**config.mk**
```make
export PLATFORM = sky130hd
export DESIGN_NAME = game_input_ctrl
export DESIGN_NICKNAME = d
export VERILOG_FILES = /design/src/rtl/game_io_pkg.sv /design/src/rtl/btn_debounce.sv /design/src/rtl/game_input_ctrl.sv
export SDC_FILE = /design/constraint.sdc
export NUM_CORES = 1
export LEC_CHECK = 0
export BUFFER_PORTS_ARGS = -buffer_cell sky130_fd_sc_hd__clkbuf_2
export CAP_MARGIN = 20
export CORE_ASPECT_RATIO = 1.2
export CORE_MARGIN = 2
export CORE_UTILIZATION = 60
export DETAILED_ROUTE_END_ITERATION = 8
export PLACE_DENSITY = 0.85
export SYNTH_ARGS = -nofsm -noshare
export SYNTH_HDL_FRONTEND = slang
export SYNTH_HIERARCHICAL = 1
export SYNTH_SLANG_ARGS = --single-unit
```
**constraint.sdc**
```tcl
create_clock -name clock -period 5.4 [get_ports clock]
set_clock_uncertainty 0.15 [all_clocks]
set_input_delay 0.81 -clock clock [delete_from_list [all_inputs] [get_ports clock]]
set_output_delay 0.81 -clock clock [all_outputs]
set_load 0.02 [all_outputs]
```
**src/rtl/game_io_pkg.sv**
```systemverilog
// Shared constants, channel names and width helper for the game input block.
package game_io_pkg;

    localparam int unsigned DEF_NUM_BUTTONS     = 4;
    localparam int unsigned DEF_TICK_DIV        = 5_000_000;
    localparam int unsigned DEF_DEBOUNCE_CYCLES = 500_000;
    localparam int unsigned DEF_ACTIVE_LOW_IN   = 1;

    // Channel order used when wiring the board KEY pins.
    typedef enum logic [1:0] {
        LEFT1  = 2'd0,
        RIGHT1 = 2'd1,
        LEFT2  = 2'd2,
        RIGHT2 = 2'd3
    } btn_idx_e;

    // Counter width able to hold values 0..n-1, never narrower than one bit.
    function automatic int unsigned cnt_width(input int unsigned n);
        return (n > 1) ? $clog2(n) : 1;
    endfunction

endpackage

```
**src/rtl/btn_debounce.sv**
```systemverilog
// One button channel: 2-FF synchroniser, stability counter, debounced level and press pulse.
module btn_debounce
    import game_io_pkg::*;
#(
    parameter int unsigned DEBOUNCE_CYCLES = DEF_DEBOUNCE_CYCLES
) (
    input  logic clock,
    input  logic resetn,
    input  logic btn_in,      // already normalised: 1 = pressed
    output logic btn_level,
    output logic btn_press
);

    localparam int unsigned      CNT_W    = cnt_width(DEBOUNCE_CYCLES + 1);
    localparam logic [CNT_W-1:0] CNT_LAST = CNT_W'(DEBOUNCE_CYCLES - 1);

    logic             sync1_q, sync1_d;
    logic             sync2_q, sync2_d;
    logic [CNT_W-1:0] cnt_q,   cnt_d;
    logic             level_q, level_d;
    logic             press_q, press_d;

    // Next-state: synchroniser shift, accept a change only after it has been stable long enough.
    always_comb begin
        sync1_d = btn_in;
        sync2_d = sync1_q;
        cnt_d   = '0;
        level_d = level_q;
        press_d = 1'b0;

        if (sync2_q != level_q) begin
            if (cnt_q == CNT_LAST) begin
                level_d = sync2_q;
                press_d = sync2_q;
            end else begin
                cnt_d = cnt_q + CNT_W'(1);
            end
        end
    end

    // State registers; reset leaves the channel released.
    always_ff @(posedge clock or negedge resetn) begin
        if (!resetn) begin
            sync1_q <= 1'b0;
            sync2_q <= 1'b0;
            cnt_q   <= '0;
            level_q <= 1'b0;
            press_q <= 1'b0;
        end else begin
            sync1_q <= sync1_d;
            sync2_q <= sync2_d;
            cnt_q   <= cnt_d;
            level_q <= level_d;
            press_q <= press_d;
        end
    end

    assign btn_level = level_q;
    assign btn_press = press_q;

endmodule

```
**src/rtl/game_input_ctrl.sv**
```systemverilog
// Game-tick generator, per-button debounce and per-tick latched press events.
module game_input_ctrl
    import game_io_pkg::*;
#(
    parameter int unsigned NUM_BUTTONS     = DEF_NUM_BUTTONS,
    parameter int unsigned TICK_DIV        = DEF_TICK_DIV,
    parameter int unsigned DEBOUNCE_CYCLES = DEF_DEBOUNCE_CYCLES,
    parameter int unsigned ACTIVE_LOW_IN   = DEF_ACTIVE_LOW_IN
) (
    input  logic                   clock,
    input  logic                   resetn,
    input  logic [NUM_BUTTONS-1:0] btn_raw,
    input  logic                   tick_en,
    output logic                   tick,
    output logic                   tick_clk,
    output logic [NUM_BUTTONS-1:0] btn_level,
    output logic [NUM_BUTTONS-1:0] btn_press,
    output logic [NUM_BUTTONS-1:0] btn_event,
    output logic [NUM_BUTTONS-1:0] btn_overrun
);

    localparam int unsigned       TICK_W    = cnt_width(TICK_DIV);
    localparam logic [TICK_W-1:0] TICK_LAST = TICK_W'(TICK_DIV - 1);

    logic [NUM_BUTTONS-1:0] btn_norm_c;
    logic [NUM_BUTTONS-1:0] press_c;

    logic [TICK_W-1:0]      tick_cnt_q, tick_cnt_d;
    logic                   tick_q,     tick_d;
    logic                   tick_clk_q, tick_clk_d;
    logic [NUM_BUTTONS-1:0] pending_q,  pending_d;
    logic [NUM_BUTTONS-1:0] second_q,   second_d;
    logic [NUM_BUTTONS-1:0] event_q,    event_d;
    logic [NUM_BUTTONS-1:0] overrun_q,  overrun_d;

    // Normalise polarity so that 1 always means pressed before synchronisation.
    assign btn_norm_c = (ACTIVE_LOW_IN != 0) ? ~btn_raw : btn_raw;

    for (genvar i = 0; i < NUM_BUTTONS; i++) begin : g_btn
        btn_debounce #(
            .DEBOUNCE_CYCLES (DEBOUNCE_CYCLES)
        ) u_debounce (
            .clock     (clock),
            .resetn    (resetn),
            .btn_in    (btn_norm_c[i]),
            .btn_level (btn_level[i]),
            .btn_press (press_c[i])
        );
    end

    // Tick generator: free-running modulo counter that freezes while tick_en is low.
    always_comb begin
        tick_cnt_d = tick_cnt_q;
        tick_d     = 1'b0;
        tick_clk_d = tick_clk_q;

        if (tick_en) begin
            if (tick_cnt_q == TICK_LAST) begin
                tick_cnt_d = '0;
                tick_d     = 1'b1;
                tick_clk_d = ~tick_clk_q;
            end else begin
                tick_cnt_d = tick_cnt_q + TICK_W'(1);
            end
        end
    end

    // Event latch: a press in the tick cycle closes into the period that tick ends.
    always_comb begin
        pending_d = pending_q | press_c;
        second_d  = second_q | (pending_q & press_c);
        event_d   = event_q;
        overrun_d = overrun_q;

        if (tick_q) begin
            event_d   = pending_q | press_c;
            overrun_d = second_q | (pending_q & press_c);
            pending_d = '0;
            second_d  = '0;
        end
    end

    // State registers for tick generation and event accumulation.
    always_ff @(posedge clock or negedge resetn) begin
        if (!resetn) begin
            tick_cnt_q <= '0;
            tick_q     <= 1'b0;
            tick_clk_q <= 1'b0;
            pending_q  <= '0;
            second_q   <= '0;
            event_q    <= '0;
            overrun_q  <= '0;
        end else begin
            tick_cnt_q <= tick_cnt_d;
            tick_q     <= tick_d;
            tick_clk_q <= tick_clk_d;
            pending_q  <= pending_d;
            second_q   <= second_d;
            event_q    <= event_d;
            overrun_q  <= overrun_d;
        end
    end

    assign tick        = tick_q;
    assign tick_clk    = tick_clk_q;
    assign btn_press   = press_c;
    assign btn_event   = event_q;
    assign btn_overrun = overrun_q;

endmodule
```
==> results of run 1 <==
==> routing by layer <==
metal  up-vias  GRT usage  wire [um]
met1      2361      0.285       5210
met2       154      0.430       6630
met3        33     0.0470        631
li1       2238          -          -
met4         0      0.122        265
met5         -          0          0
==> layout make-up <==
class,instances,share of cell area
sequential,133,0.469
multi-input combinational,448,0.393
clock buffer,21,0.0635
tap,126,0.0222
clock inverter,10,0.0219
timing repair buffer,25,0.0183
inverter,24,0.0127
==> placed cells by master, fill, tap and decap left out, types with 6 or more instances in the layout <==
| cell type | instances |
|---|---|
| xor2_1 | 19 |
| or3_1 | 6 |
| or4_4 | 6 |
| nand2_1 | 40 |
| xnor2_1 | 58 |
| inv_1 | 24 |
| nor4_1 | 15 |
| nor3_1 | 30 |
| nand3_1 | 33 |
| dfrtp_1 | 133 |
| nor4b_1 | 10 |
| clkbuf_2 | 23 |
| nor2_1 | 100 |
| a31o_2 | 7 |
| clkbuf_16 | 17 |
| a21oi_1 | 22 |
| nand4_1 | 44 |
| and3_1 | 7 |
| o21ai_0 | 10 |
==> power by group through the flow <==
stage	sequential (mW)	combinational, mW	clock [mW]
after floorplan	1.07	0.0729	0
after global placement	1.09	0.0999	0
after detailed placement	1.09	0.106	0
after CTS	1.07	0.107	1.20
after global routing	1.08	0.122	1.24
final	1.07	0.106	1.19
==> worst register-to-register path: stages (launching register included) <==
cell and delay, ns:
dfrtp_1 0.42, nor4b_1 0.55, nand3_1 0.15, nor3_1 0.69, a21oi_1 0.13
==> cells by family after synthesis <==
| logic type | count (synthesis) |
|---|---|
| buf+inv | 38 |
| compound gates | 50 |
| xor+xnor | 78 |
| mux | 4 |
| simple gates | 311 |
| fa+ha+maj | 5 |
| flops | 133 |
==> registers in the layout, indices dropped and copies added (netlist names) <==
name,cells
tick,1
g_btn.u_debounce/sync1_q,4
g_btn.u_debounce/cnt_q,76
g_btn.u_debounce/sync2_q,4
pending_q,4
tick_cnt_q,23
g_btn.u_debounce/btn_press,4
btn_event,4
second_q,4
g_btn.u_debounce/btn_level,4
tick_clk,1
btn_overrun,4
==> worst paths after layout <==
check,startpoint,end,slack (ns)
setup / recovery,tick,tick,2.84
hold / removal,g_btn[1].u_debounce/sync1_q,g_btn[1].u_debounce/sync2_q,0.20
setup reg to reg,tick_cnt_q[20],tick_cnt_q[22],3.14
hold reg to reg,g_btn[1].u_debounce/sync1_q,g_btn[1].u_debounce/sync2_q,0.20
max in group asynchronous,resetn,g_btn[2].u_debounce/cnt_q[6],3.43
min in group asynchronous,resetn,g_btn[0].u_debounce/cnt_q[16],0.38
==> metrics by stage <==
stage	area [um2]	std cells	util	total power, mW	hold slack [ns]
3_3_place_gp	6490	756	0.642	1.19	0.185
4_1_cts	7100	787	0.702	2.38	0.204
6_report	7100	787	0.702	2.36	0.203
2_1_floorplan	6270	619	-	1.15	0.181
5_1_grt	7100	787	0.702	2.44	0.211
3_5_place_dp	6490	756	0.642	1.19	0.188
==> flow_summary.toml, run 1 <==
[floorplan]
io-pin-count = 25
dieHeight_um = 116
die_w_um = 97.3
fp-row-count = 40
core_area_mm2 = 0.0101
dieArea_mm2 = 0.0113
start_util = 0.620

[power_and_ir_drop]
cellInternalPower_mw = 1.84
pwr-share-comb = 0.045
p_sw_mw = 0.521
swShare = 0.220
ir_worst_vdd_mv = 0.213
p_seq_frac = 0.454
pwr-share-clk = 0.501
leakage_nw = 2.96
power_density_mw_per_mm2 = 333

[synthesis]
synth.most_common_cell = "dfrtp_1"
syn_nets = 631
synthCells = 619
ys_top_cells_by_area = "dfrtp_1 (53%), xnor2_1 (8.1%), nor2_1 (6.0%)"
yosysWarnings = 6
synth_area_per_cell_um2 = 10.1
synthXorXnorAreaFrac = 0.110
synth_edf_count = 0
ys_seq_elements = 133
ys.flop_type = "dfrtp_1"
synth_top_cells_by_count = "dfrtp_1 (133), nor2_1 (100), xnor2_1 (58)"
synth_compound_area_frac = 0.0585
synth_top_area_share = 0.531
synthSimpleGateAreaFrac = 0.259
synthMuxAreaShare = 0.00719
yosysSeqAreaShare = 0.531
yosys.area.top_type = "dfrtp_1"
ys_types = 35
synth_fa_ha_area_frac = 0.00998
async_reset_ff_frac = 1.00
synth_area_mm2 = 0.00627
synth_top_family_by_area = "simple AND/OR/NAND/NOR gates"

[critical_path]
cp.depth = 1
critPathMaxStageDelay_ns = 0.88
endpoint_kind = "output port"
path_buf_inv = 1
reg2reg_depth = 4
critPathArrivalTime_ns = 1.60
worstSetupStartpointType = "register"
crit_type = "register to output port"
path_cells = "clkbuf_2"
crit_required_ns = 4.44
path_max_fanout = 25
cpMaxStageDelayCell = "dfrtp_1"
crit_family = "flip-flops"

[run_status]
status = "finished, final reports clean"

[sta]
setup_slack_ns = 2.84
max_freq_mhz = 391
finalCriticalPeriod_ns = 2.56
finalCritPeriodShare = 0.474
maxSlewHeadroom = 0.385
hold_viol = 0
finalMaxSlewViolations = 0
rsz0062_at_grt = "no"
max_slew.worst_pin.slew_ns = 0.922
setup_tns_ns = 0
setup_viol = 0

[detailed_routing]
drc = 0
routed_wl_um = 12700
wl_per_cell_um = 16.2
first_pass_iters = 6
antenna_left = 0
drt_iter0_drc = 274
vias = 4786
avgViaCountPerCell = 6.08

[min_path]
hold_depth = 0
hold_path_class = "register to register"

[cts]
clockRootBuffer = "clkbuf_16"
clk_latency_ns = 0.42
cts_made_buffers = 17
cts_tree = "built"
clk_pin_slew_ns = 0.05
cts_buffer_depth = 2
cts_hold_buffers = 0
cts-htree-levels = 4
clock_sinks = 133
cts_setup_buffers = 0
cts_resized = 0

[global_route]
antenna_found_initial = 0
grt-ovfl-total = 0
grt_max_degree = 77
grt_pass1_wl_um = 22100
grt_pass1_vias = 4902
grt_use_total = 0.242

[final_layout]
multiInputGateArea_mm2 = 0.00279
area_delta_synth_final_pct = 13.3
layout-drive-gt1-share = 0.129
nets = 661
antenna_cells = 0
final.fill_count = 714
register_area_mm2 = 0.00333

[placed_design]
place.port_buffers = 24
place_ws_ns = 2.82
gp_congestion = 0.861
dp_hpwl_um = 8120

[flow_run]
cap_violations = 0
No activity file was read; power rests on OpenSTA's default activity.
==> inputs of run 2 (changes only) <==
- CORE_UTILIZATION: 60 -> 56
- PLACE_DENSITY: 0.85 -> 0.83
- clock period: 5.4 -> 2.1 ns (I/O delays scaled with it)
==> run 2 against run 1 <==
Net effect:
- global-route usage grew 0.41 points
- critical path depth increased by 4
- setup slack worse by 2.8 ns
- first-iteration DRC count up 1.1%
- power rose to 2.5 times the previous value
- via count is 3.6% higher
- register-to-register slack got worse by 3.1 ns
- critical path type is now register to register
- combinational power grew to 3.4 times the previous value
- largest power group unchanged
- die area grew 6.9%
==> flow_summary.toml, run 2 (same netlist as run 1, synthesis figures left out) <==
[final_layout]
nets = 703
reg_top3 = "g_btn.u_debounce/cnt_q (76), tick_cnt_q (23)"
layout-drive-gt1-share = 0.189
post-route-util = 0.684
design_area_mm2 = 0.00751
largest_register_ffs = 76
layout_commonest_cell = "dfrtp_1"
final.fill_count = 773
area_delta_synth_final_pct = 19.9
largest-register = "g_btn.u_debounce/cnt_q"
layout_common_cells = "dfrtp_1 (132), nor2_1 (100), xnor2_1 (58)"
antenna_cells = 0

[global_route]
antenna_found_initial = 0
grt-ovfl-total = 0
grt_max_degree = 42
grt_pass1_wl_um = 23300
grt_use_total = 0.246
grt_pass1_vias = 5172

[placed_design]
placed_area_mm2 = 0.00679
dp_hpwl_um = 9030
gp_congestion = 0.886
place_ws_ns = 0.0344
place.port_buffers = 24

[detailed_routing]
wl_per_cell_um = 16.5
antenna_left = 0
drt_iter0_drc = 277
dr_wl_met3_um = 524
drc = 0
topRoutingLayerUsed = "met4"
first_pass_iters = 4
avgViaCountPerCell = 5.93
vias = 4960
routed_wl_um = 13800
met1Wirelength_um = 5440
wl_met2_um = 7350

[power_and_ir_drop]
ir_worst_vdd_mv = 0.535
leakage_nw = 3.15
power_mw = 5.97
power_density_mw_per_mm2 = 794

[floorplan]
dieArea_mm2 = 0.0121
die_w_um = 101
dieHeight_um = 120
core_area_mm2 = 0.0110
fp-row-count = 42
start_util = 0.571
io-pin-count = 25

[critical_path]
critPathArrivalTime_ns = 2.16
r2r_slack_ns = 0.08
setup.worst_path.end = "g_btn[1].u_debounce/btn_level"
crit_type = "register to register"
critPathLaunch = "g_btn[1].u_debounce/cnt_q[0]"
endpoint_kind = "register"
reg2reg_from = "g_btn[1].u_debounce/cnt_q[0]"
worstSetupStartpointType = "register"
path_max_fanout = 6
reg2reg_depth = 5
crit_required_ns = 2.25
worstReg2RegEnd = "g_btn[1].u_debounce/btn_level"

[sta]
setup_slack_ns = 0.0850
max_freq_mhz = 496
max_slew.worst_pin.slew_ns = 0.591
setup_viol = 0
finalCritPeriodShare = 0.960
finalMaxSlewViolations = 0
hold-worst-slack_ns = 0.171
finalCriticalPeriod_ns = 2.02
maxSlewHeadroom = 0.606
hold_viol = 0

[cts]
cts-htree-levels = 4
clk_latency_ns = 0.42
cts_tree = "built"
clockRootBuffer = "clkbuf_16"
clk_pin_slew_ns = 0.05
clock_sinks = 133
cts_made_buffers = 17
cts_buffer_depth = 2

[flow_run]
cap_violations = 0

[min_path]
hold_path_class = "input pin to register"
hold_depth = 3

[run_status]
status = "finished, final reports clean"
-- run 2: cell types whose count changed in the layout (fill, tap and decap cells not counted), sizes merged --
cell / before / now
buf: 2 / 39
dlygate4sd3: 0 / 5
bufinv: 4 / 2
clkbuf: 44 / 45
clkinv: 4 / 6
-- run 2: worst min-delay path by stage --
| stage | startpoint | to | slack (ns) |
|---|---|---|---|
| after floorplan | resetn | btn_event[0] | -0.13 |
| after global placement | g_btn[2].u_debounce/sync1_q | g_btn[2].u_debounce/sync2_q | 0.18 |
| after detailed placement | g_btn[2].u_debounce/sync1_q | g_btn[2].u_debounce/sync2_q | 0.19 |
| after CTS | tick_en | tick_cnt_q[0] | 0.15 |
| after global routing | tick_en | tick_cnt_q[1] | 0.18 |
| final | tick_en | tick_cnt_q[0] | 0.17 |
-- run 2: what timing repair did --
action | in CTS | in global routing
buffers inserted | 0 | 7
endpoints found under the setup margin | 0 | 12
endpoints found under the hold margin | 41 | 0
hold buffers | 5 | 0
gates resized for setup | 0 | 10
-- run 2: critical path, stage by stage (launching register included) --
cell and delay, ns:
dfrtp_1 0.42, ha_2 0.24, nand4_1 0.27, nor3_2 0.25
nand4_1 0.22, mux2_2 0.34
-- run 2: per-layer routing --
metal | global-route usage | up-vias
met3 | 0.0530 | 45
met1 | 0.275 | 2446
met2 | 0.428 | 146
li1 | - | 2323
met4 | 0.144 | 0
met5 | 0 | -
-- run 2: power breakdown --
| part | leakage, nW | internal, mW | switching, mW |
|---|---|---|---|
| sequential | 1.78 | 2.65 | 0.113 |
| clock | 0.279 | 1.79 | 1.05 |
| combinational | 1.09 | 0.160 | 0.205 |
| total | 3.15 | 4.60 | 1.37 |
-- run 2: layout make-up --
cell class	count	area [um2]	share of cell area
well taps	132	165	0.0220
repair buffers	67	508	0.0676
clock buffers	22	464	0.0618
flip-flops and latches	133	3330	0.443
multi-input cells	448	2850	0.379
clock inverters	10	105	0.0140
inverters	24	90.1	0.0120
-- run 2: per-stage QoR --
| step | std cells | TNS [ns] |
|---|---|---|
| 3_3_place_gp | 792 | 0 |
| 3_5_place_dp | 792 | 0 |
| 2_1_floorplan | 619 | 0 |
| 5_1_grt | 836 | -0.0989 |
| 6_report | 836 | 0 |
| 4_1_cts | 829 | 0 |
==> inputs of run 3 (changes only) <==
- PLACE_DENSITY: 0.83 -> 0.76
- RECOVER_POWER: default -> 50
==> run 3 against run 2 <==
Net effect:
- die area stayed put
- flip-flop and latch count did not move
- wire length is 3.5% lower
- highest routed layer unchanged
==> flow_summary.toml, run 3 (same netlist as run 1, synthesis figures left out) <==
[detailed_routing]
met1Wirelength_um = 5540
first_pass_iters = 4
routed_wl_um = 13300
antenna_left = 0
vias = 4933
avgViaCountPerCell = 5.87
dr_wl_met3_um = 565
wl_per_cell_um = 15.8
topRoutingLayerUsed = "met4"
drc = 0
wl_met2_um = 6900
drt_iter0_drc = 260

[sta]
finalCritPeriodShare = 0.961
max_slew.worst_pin.slew_ns = 1.06
max_freq_mhz = 495
setup_tns_ns = 0
finalMaxSlewViolations = 0
hold_viol = 0
setup_viol = 0
maxSlewHeadroom = 0.290
setup_slack_ns = 0.0812
finalCriticalPeriod_ns = 2.02
rsz0062_at_grt = "no"

[critical_path]
critPathArrivalTime_ns = 2.17
worstSetupStartpointType = "register"
endpoint_kind = "register"
critPathLaunch = "g_btn[1].u_debounce/cnt_q[12]"
worstReg2RegEnd = "g_btn[1].u_debounce/cnt_q[14]"
crit_type = "register to register"
reg2reg_depth = 5
crit_required_ns = 2.25
setup.worst_path.end = "g_btn[1].u_debounce/cnt_q[14]"
reg2reg_from = "g_btn[1].u_debounce/cnt_q[12]"
r2r_slack_ns = 0.08
path_max_fanout = 11

[cts]
cts_tree = "built"
clock_sinks = 133
cts_buffer_depth = 2
cts-htree-levels = 4
cts_made_buffers = 17
clk_latency_ns = 0.42
clockRootBuffer = "clkbuf_16"
clk_pin_slew_ns = 0.06

[final_layout]
nets = 707
largest_register_ffs = 76
area_delta_synth_final_pct = 20.6
layout-drive-gt1-share = 0.186
design_area_mm2 = 0.00756
reg_top3 = "g_btn.u_debounce/cnt_q (76), tick_cnt_q (23)"
layout_common_cells = "dfrtp_1 (133), nor2_1 (100), xnor2_1 (58)"
final.fill_count = 798
largest-register = "g_btn.u_debounce/cnt_q"
layout_commonest_cell = "dfrtp_1"
multiInputGateArea_mm2 = 0.00282
register_area_mm2 = 0.00333
antenna_cells = 0

[run_status]
status = "finished, final reports clean"

[placed_design]
place.port_buffers = 24
placed_area_mm2 = 0.00681
dp_hpwl_um = 8650
place_ws_ns = 0.0251
gp_congestion = 0.884

[global_route]
grt_pass1_wl_um = 22300
antenna_found_initial = 0
grt_use_total = 0.234
grt_max_degree = 51
grt-ovfl-total = 0
grt_pass1_vias = 4851

[flow_run]
cap_violations = 0

[power_and_ir_drop]
leakage_nw = 3.20
ir_worst_vdd_mv = 0.510
power_density_mw_per_mm2 = 845

[floorplan]
io-pin-count = 25
fp-row-count = 42
die_w_um = 101
dieArea_mm2 = 0.0121
start_util = 0.571
core_area_mm2 = 0.0110
dieHeight_um = 120

[min_path]
hold_path_class = "input pin to register"
hold_depth = 3
-- run 3: how the worst min path moves through the flow --
stage | startpoint | slack, ns | to
6_report | tick_en | 0.13 | tick_cnt_q[0]
4_1_cts | tick_en | 0.11 | tick_cnt_q[0]
2_1_floorplan | resetn | -0.13 | btn_event[0]
3_3_place_gp | resetn | 0.10 | g_btn[0].u_debounce/cnt_q[16]
5_1_grt | tick_en | 0.14 | tick_cnt_q[0]
3_5_place_dp | resetn | 0.12 | g_btn[0].u_debounce/cnt_q[16]
-- run 3: layer usage --
layer,vias up,GRT usage
met1,2426,0.284
li1,2332,-
met5,-,0
met4,0,0.106
met2,139,0.392
met3,36,0.0588
-- run 3: power breakdown --
group          switching (mW)  internal, mW  leakage (nW)  total, mW
clock                    1.04          2.19         0.324       3.23
combinational           0.237         0.182          1.09      0.419
sequential             0.0918          2.65          1.79       2.74
-- run 3: area by class of cell --
cell class / count / area share
clock inverters: 10 / 0.0232
repair buffers: 71 / 0.0664
well taps: 132 / 0.0219
multi-input cells: 448 / 0.374
clock buffers: 22 / 0.0627
inverters: 24 / 0.0119
flip-flops and latches: 133 / 0.440
-- run 3: per-stage QoR --
stage	power, mW	hold slack (ns)	util	std cells
after floorplan	2.96	-0.131	-	619
after global placement	3.14	0.104	0.620	796
after detailed placement	3.16	0.118	0.620	796
after CTS	6.41	0.110	0.684	833
after global routing	6.61	0.140	0.688	840
final	6.38	0.131	0.688	840
-- run 3: timing repair --
item,CTS,global route
hold buffers,5,0
hold endpoints to repair,44,0
gates resized for setup,0,6
endpoints found under the setup margin,0,10
setup buffers,0,7
-- run 3: critical path, stage by stage (launching register included) --
cell and delay [ns]:
dfrtp_1 0.45, nor4b_1 0.50, nand2_1 0.21, o31ai_4 0.30, buf_4 0.22, nor2_1 0.07
